--- config.mk ---
export PLATFORM = sky130hd
export DESIGN_NAME = cla_seq_divider
export DESIGN_NICKNAME = d
export VERILOG_FILES = /design/src/rtl/cla_seq_divider_pkg.sv /design/src/rtl/cla_seq_divider_sub4.sv /design/src/rtl/cla_seq_divider.sv
export SDC_FILE = /design/constraint.sdc
export NUM_CORES = 1
export LEC_CHECK = 0
export BUFFER_PORTS_ARGS = -buffer_cell sky130_fd_sc_hd__buf_2
export CAP_MARGIN = 10
export CORE_MARGIN = 8
export CORE_UTILIZATION = 47
export CTS_CLUSTER_DIAMETER = 120
export DETAILED_ROUTE_END_ITERATION = 10
export GPL_TIMING_DRIVEN = 0
export PLACE_DENSITY = 0.64
export SYNTH_ARGS = -nofsm -noshare
export SYNTH_HDL_FRONTEND = slang
export SYNTH_SLANG_ARGS = --single-unit
--- constraint.sdc ---
create_clock -name clk -period 2.7 [get_ports clk]
set_clock_uncertainty 0.2 [all_clocks]
set_input_delay 0.27 -clock clk [delete_from_list [all_inputs] [get_ports clk]]
set_output_delay 0.27 -clock clk [all_outputs]
set_load 0.05 [all_outputs]
--- src/rtl/cla_seq_divider_pkg.sv ---
// Shared types and constants for the sequential restoring divider.
package cla_seq_divider_pkg;

  localparam int unsigned SLICE_W = 4;

  typedef enum logic [1:0] {
    IDLE = 2'd0,
    RUN  = 2'd1,
    DONE = 2'd2
  } state_t;

endpackage

--- src/rtl/cla_seq_divider_sub4.sv ---
// 4-bit carry-lookahead subtractor slice: diff = a + ~b + cin, cout high means no borrow.
module cla_sub4 (
  input  logic [3:0] a,
  input  logic [3:0] b,
  input  logic       cin,
  output logic [3:0] diff,
  output logic       cout
);

  logic [3:0] bn;
  logic [3:0] g;
  logic [3:0] p;
  logic [4:0] c;

  assign bn = ~b;
  assign g  = a & bn;
  assign p  = a ^ bn;

  // Lookahead carries in the same form as the adder family's lookahead unit
  assign c[0] = cin;
  assign c[1] = g[0] | (p[0] & c[0]);
  assign c[2] = g[1] | (p[1] & g[0]) | (p[1] & p[0] & c[0]);
  assign c[3] = g[2] | (p[2] & g[1]) | (p[2] & p[1] & g[0]) | (p[2] & p[1] & p[0] & c[0]);
  assign c[4] = g[3] | (p[3] & g[2]) | (p[3] & p[2] & g[1]) | (p[3] & p[2] & p[1] & g[0])
              | (p[3] & p[2] & p[1] & p[0] & c[0]);

  assign diff = p ^ c[3:0];
  assign cout = c[4];

endmodule

--- src/rtl/cla_seq_divider.sv ---
// Unsigned restoring divider, one quotient bit per clock, start/done handshake.
module cla_seq_divider
  import cla_seq_divider_pkg::*;
#(
  parameter int unsigned WIDTH = 8
) (
  input  logic             clk,
  input  logic             rst_n,
  input  logic             start,
  input  logic [WIDTH-1:0] dividend,
  input  logic [WIDTH-1:0] divisor,
  output logic             busy,
  output logic             done,
  output logic [WIDTH-1:0] quotient,
  output logic [WIDTH-1:0] remainder,
  output logic             div_by_zero
);

  localparam int unsigned NSLICE = (WIDTH + SLICE_W) / SLICE_W;
  localparam int unsigned EXT_W  = NSLICE * SLICE_W;
  localparam int unsigned CNT_W  = $clog2(WIDTH + 1);

  state_t             state;
  logic [WIDTH-1:0]   divisor_r;
  logic [WIDTH-1:0]   q_r;
  logic [WIDTH:0]     rem_r;
  logic [CNT_W-1:0]   count;

  logic [WIDTH:0]     rem_sh;
  logic [EXT_W-1:0]   sub_a;
  logic [EXT_W-1:0]   sub_b;
  logic [EXT_W-1:0]   trial;
  logic [NSLICE:0]    carry;
  logic               no_borrow;
  logic [WIDTH:0]     rem_next;
  logic [WIDTH-1:0]   q_next;
  logic               unused_bits;

  assign rem_sh = {rem_r[WIDTH-1:0], q_r[WIDTH-1]};
  assign sub_a  = EXT_W'(rem_sh);
  assign sub_b  = EXT_W'(divisor_r);
  assign carry[0] = 1'b1;

  // Ripple-chained lookahead slices forming rem_sh - divisor
  for (genvar i = 0; i < NSLICE; i++) begin : g_slice
    cla_sub4 u_sub (
      .a    (sub_a[i*SLICE_W +: SLICE_W]),
      .b    (sub_b[i*SLICE_W +: SLICE_W]),
      .cin  (carry[i]),
      .diff (trial[i*SLICE_W +: SLICE_W]),
      .cout (carry[i+1])
    );
  end

  assign no_borrow = carry[NSLICE];
  assign rem_next  = no_borrow ? trial[WIDTH:0] : rem_sh;
  assign q_next    = {q_r[WIDTH-2:0], no_borrow};

  // Upper trial bits are zero whenever they would be used; rem_r[WIDTH] is shifted out
  assign unused_bits = ^{trial[EXT_W-1:WIDTH+1], rem_r[WIDTH]};

  always_ff @(posedge clk or negedge rst_n) begin
    if (!rst_n) begin
      state       <= IDLE;
      divisor_r   <= '0;
      q_r         <= '0;
      rem_r       <= '0;
      count       <= '0;
      busy        <= 1'b0;
      done        <= 1'b0;
      quotient    <= '0;
      remainder   <= '0;
      div_by_zero <= 1'b0;
    end else begin
      done <= 1'b0;
      case (state)
        IDLE, DONE: begin
          if (start) begin
            divisor_r   <= divisor;
            q_r         <= dividend;
            rem_r       <= '0;
            count       <= CNT_W'(WIDTH);
            div_by_zero <= 1'b0;
            if (divisor == '0) begin
              state       <= DONE;
              done        <= 1'b1;
              quotient    <= '1;
              remainder   <= dividend;
              div_by_zero <= 1'b1;
            end else begin
              state <= RUN;
              busy  <= 1'b1;
            end
          end else begin
            state <= IDLE;
          end
        end
        RUN: begin
          rem_r <= rem_next;
          q_r   <= q_next;
          count <= count - CNT_W'(1);
          if (count == CNT_W'(1)) begin
            state     <= DONE;
            busy      <= 1'b0;
            done      <= 1'b1;
            quotient  <= q_next;
            remainder <= rem_next[WIDTH-1:0];
          end
        end
        default: state <= IDLE;
      endcase
    end
  end

endmodule

Yosys cells after proc, flatten, opt, wreduce, memory -nomap -nowiden:

Cells that the tools add are included.
Widths: inputs -> output; s select.

* output and inout bits: 19
* logic and storage cells: 116
* bits in registers: 49
* input bits: 19

* bitwise gates (word level): 63
* equality and inequality tests: 7
* mux-type cells: 27
* add/sub/neg operators: 1
* reductions and logical operators: 8

Operators with widths (count)
* $mux 8: 9
* $pmux 8 s2: 4
* $and 1x1->1: 33
* $or 1x1->1: 21
* $xor 4x4->4: 4
* $and 4x4->4: 2
* $logic_not 8->1: 1
* $ne 2x2->1 const B: 4
* $not 4->4: 2
* $pmux 4 s2: 1
* $reduce_and 4->1: 2
* $mux 1: 6
* $mux 2: 3
* $eq 4x1->1 const B: 1
* $mux 4: 1
* $not 1->4: 1
* $pmux 1 s2: 2
* $pmux 2 s2: 1
* $reduce_and 2->1: 2
* $sub 4x1->4 const B: 1
* $eq 2x1->1 const B: 1
* $eq 2x2->1 const B: 1
* $logic_not 2->1: 1
* $reduce_bool 2->1: 1
* $reduce_or 2->1: 1

Longest topological paths before layout:

* depth in word-level cells: 14
* gate-level depth with buffers: 8

Modules after synthesis:

Synthesis repeated with hierarchy kept, for this count alone.

* cell total of the unflattened synthesis: 258
* area, all modules: 2620.0 µm²

By module, submodules not included
* cla_seq_divider: area an instance 2154.6 µm², cells each 201, times used 1, seq. area each 1226.2 µm²
* cla_sub4 (g_slice[1].u_sub ...): area an instance 158.9 µm², cells each 20, times used 2, seq. area each 0.0 µm²
* cla_sub4 (g_slice[0].u_sub): area an instance 147.6 µm², cells each 17, times used 1, seq. area each 0.0 µm²

Least setup slack after synthesis:

No wires, ideal clock.

* kind: register to register
* start point: reg rem_r[2]
* end point: reg remainder[4]
* required time: 2433 ps
* setup slack: 405 ps
* path buffers: 0
* data arrival time: 2027 ps
* setup time: 67 ps
* cell stages (with the launch flop): 7
* path through: dfrtp_1 -> ha_1 -> or3_4 -> o22ai_4 -> fa_1 -> mux2i_1 -> o221a_1

* cells in the longest elaborated chain, start to end: 13
* elaborated cells between the ends (all ways): 20
* classes of those cells: 3 x mux; 17 x bitwise

Ends and longest elaborated chain
* from (decl): line cla_seq_divider.sv:26 `logic [WIDTH:0] rem_r;`
* from (signal assigned): line cla_seq_divider.sv:99 `rem_r <= rem_next;`
* $xor 4x4->4: line cla_seq_divider_sub4.sv:17 `assign p = a ^ bn;`
* $and 1x1->1 (on tied branches): line cla_seq_divider_sub4.sv:24, cla_seq_divider_sub4.sv:25
* $or 1x1->1, or another cell as far along: line cla_seq_divider_sub4.sv:24 `assign c[4] = g[3] | (p[3] & g[2]) | (p[3] & p[2] & g[1]) | (p[3] & p[2] & p[1] & g[0])`
* $or 1x1->1 / $and 1x1->1 (equally long branches): line cla_seq_divider_sub4.sv:24
* $or 1x1->1: line cla_seq_divider_sub4.sv:24
* $or 1x1->1 (*): line cla_seq_divider_sub4.sv:25 `| (p[3] & p[2] & p[1] & p[0] & c[0]);`
* $and 1x1->1: line cla_seq_divider_sub4.sv:25
* $or 1x1->1: line cla_seq_divider_sub4.sv:25
* $and 1x1->1: line cla_seq_divider_sub4.sv:25
* $or 1x1->1: line cla_seq_divider_sub4.sv:25
* $mux 8 (*): line cla_seq_divider.sv:56 `assign rem_next = no_borrow ? trial[WIDTH:0] : rem_sh;`
* $mux 8 (*): line cla_seq_divider.sv:102 `if (count == CNT_W'(1)) begin`
* $pmux 8 s2 (*): line cla_seq_divider.sv:76 `case (state)`
* to (signal assigned): line cla_seq_divider.sv:88 `remainder <= dividend;`
* to (signal assigned): line cla_seq_divider.sv:107 `remainder <= rem_next[WIDTH-1:0];`
* to (decl): line cla_seq_divider.sv:15 `output logic [WIDTH-1:0] remainder,`

Mark *: on every way between the ends. The rest lies on a longest branch, timed or not. The select of a mux whose other input is x is not followed.
A chain may end at the register's enable or synchronous reset.

Worst setup path in the final report:

Ends and elaborated chain as after synthesis.

==> flow_summary_export.csv <==
group,metric,value,unit
global_routing,grt-ovfl-total,0,
layout,nets,332,
yosys,synth_edf_count,0,
sta,setup_slack,0.185,ns
sta,finalMaxSlewViolations,0,
clocking,cts_tree,"yes",
layout,seq_area,1230,um^2
power_and_ir_drop,power-per-cell-area,1520,nW/um^2
yosys,synth.distinct_cells,41,
job,drv_cap,0,
setup_path,r2r_slack,0.19,ns
setup_path,cp-end-kind,"register",
clocking,clock_latency,0.30,ns
global_routing,track_usage,16.7,%
yosys,ys_ff_latch,49,
die,die_x,88.0,um
routing,drt_iter0_drc,91,
setup_path,reg2reg_depth,6,
setup_path,worstPathRequired,2.74,ns
clocking,clkTransAtPathRegs,0.09,ns
setup_path,criticalPathCategory,"register to register",
yosys,synthFlopType,"dfrtp_1",
routing,drc,0,
clocking,clk_path_buf_depth,2,
layout,fill_cells,465,
layout,fin_util,56.8,%
yosys,synth.avg_cell_area,9.71,um^2
setup_path,path_max_fanout,4,
setup_path,cp-start-kind,"register",
setup_path,rr_startpoint,"rem_r[2]",
sta,min_period_over_period,93.1,%
sta,setup-tns-final,0,ns
global_routing,busiest_layer,"met2",
routing,ant_nets,0,
sta,rsz0062_at_grt,"false",
die,die-area,7740,um^2
layout,final_common_cell,"dfrtp_1",
sta,timing.fmax,398,MHz
sta,hold_ws,0.000745,ns
global_routing,use_met2,25.5,%
yosys,syn_area,2440,um^2
global_routing,use_met3,3.94,%
hold_path,worst_hold_path_type,"input pin to register",
setup_path,r2r_end,"remainder[4]",
global_routing,grt_pass1_vias,2031,
placed_design,io_buffers,37,
routing,wl,5870,um
sta,finalHoldViolations,0,
clocking,numCtsBuffers,5,
hold_path,hold_path_depth,3,
die,row_count,26,
global_routing,grt_pass1_wl,9970,um
routing,dr_total_vias,1955,
yosys,yosysWarnings,0,
layout,diodes,0,
sta,min_period,2.51,ns
yosys,synth.net_count,282,
power_and_ir_drop,p_total,4350,uW
power_and_ir_drop,leakagePower,0.00131,uW
placed_design,gp_congestion,0.824,
layout,final_cell_mix,"dfrtp_1, nand2_1, buf_2",
yosys,postSynthCellCount,251,
clocking,root_buffer,"clkbuf_8",
routing,post_drt_via_cell_ratio,5.26,
clocking,ctsHtreeMaxLevel,2,
routing,wire_per_inst,15.8,um
power_and_ir_drop,vdd_drop_max,0.808,mV
yosys,async_flop_share,100,%
hold_path,hp-start,"divisor[5]",
routing,dr.pass1.iters,4,
hold_path,min_to,"divisor_r[5]",
global_routing,gr-usage-met1,22.8,%
setup_path,arrival,2.56,ns
placed_design,dp_hpwl,4380,um
die,io_pins,38,
placed_design,pre_cts_slack,0.140,ns
die,initial_core_util,48.3,%
yosys,ys_seq_area_share,50.3,%
layout,area_delta_synth_final,17.7,%
yosys,synth_top_cell_by_area,"dfrtp_1",
global_routing,grt_start_max_net_pins,50,
sta,worst_pin_slew,0.671,ns
outcome,status,"finished, final reports clean",
global_routing,antenna_found_initial,0,
clocking,cts.sinks,49,
die,die_h,88.0,um
die,core_area,5040,um^2
layout,multi_input_area,1120,um^2
sta,slew_headroom,55.1,%
yosys,synth_top_area_share,50.3,%
layout,drive_gt1_share,17.9,%
sta,setup_viol,0,
yosys,synth_area_leaders,"dfrtp_1, nand2_1, ha_1",
-- cell usage after synthesis (all sizes together) (2+ instances only) --
| cell type | n |
|---|---|
| nor2 | 25 |
| dfrtp | 49 |
| o21a | 2 |
| nor4 | 4 |
| o21ai | 22 |
| nor2b | 2 |
| a31oi | 7 |
| ha | 11 |
| nand2 | 44 |
| xor2 | 2 |
| mux2i | 7 |
| nor3 | 4 |
| clkbuf | 10 |
| o22a | 8 |
| a21oi | 6 |
| nand3 | 7 |
| o211ai | 3 |
| xnor2 | 3 |
| nand2b | 2 |
| buf | 2 |
| a221oi | 5 |
| inv | 13 |
-- where the power goes --
part           switching (uW)  internal (uW)  total (uW)
clock                     250            184         434
sequential                215           1080        1300
combinational            1660            962        2620
-- layout make-up --
cell class / instances / share of cell area (%)
flip-flops and latches: 49 / 42.8
clock buffers: 7 / 2.66
repair buffers: 43 / 8.90
well taps: 70 / 3.06
inverters: 13 / 1.70
multi-input cells: 177 / 39.0
clock inverters: 1 / 0.262
plain buffers: 12 / 1.62
-- sequential cells by signal (all words and copies together), names as in the netlist --
signal and flops:
busy 1, quotient 8, q_r 8, state 2, remainder 8, rem_r 8, div_by_zero 1, count 4
divisor_r 8, done 1
-- worst max-delay path by stage --
| stage | startpoint | end | slack (ns) | cells past startpoint |
|---|---|---|---|---|
| 6_report | rem_r[2] | remainder[4] | 0.19 | 6 |
| 4_1_cts | rem_r[2] | remainder[4] | 0.11 | 6 |
| 3_3_place_gp | rem_r[2] | remainder[4] | 0.18 | 6 |
| 2_1_floorplan | rem_r[2] | remainder[4] | 0.41 | 6 |
| 5_1_grt | rem_r[2] | remainder[4] | 0.04 | 6 |
| 3_5_place_dp | rem_r[2] | remainder[4] | 0.14 | 6 |
-- metrics by stage --
step | std cells | cell area, um^2
floorplan | 251 | 2440
global placement | 358 | 2710
detailed placement | 358 | 2710
CTS | 369 | 2820
global route | 372 | 2870
finish | 372 | 2870
-- critical path, stage by stage (launching register included) --
cell     delay, ns
dfrtp_1       0.41
ha_1          0.24
or3_4         0.41
o22ai_4       0.27
fa_1          0.48
mux2i_2       0.24
o221a_1       0.22
-- timing repair --
item                                    4_1_cts  5_1_grt
endpoints found under the setup margin        0        1
hold buffers                                  3        2
hold endpoints to repair                      3       50
resized for setup                             0        1
buffers inserted                              0        0
-- kinds of logic (layout without fill, tap and decap cells) --
kind of cell,count (synthesis),in the layout,synth area share [%]
flip-flops,49,49,50.3
XOR/XNOR,5,5,1.80
adder cells (fa/ha/maj),12,12,6.47
AO/OA/AOI/OAI,59,59,17.6
multiplexers,8,8,3.34
buffers and inverters,25,76,3.90
AND/OR/NAND/NOR,93,93,16.5
-- layer usage --
| layer | vias up | share of wire (%) |
|---|---|---|
| met5 | - | 0 |
| met4 | 0 | 1.3 |
| met3 | 8 | 4.3 |
| met2 | 31 | 45 |
| met1 | 946 | 49 |
| li1 | 970 | - |
Note: power is estimated with default switching activity, not from simulation.
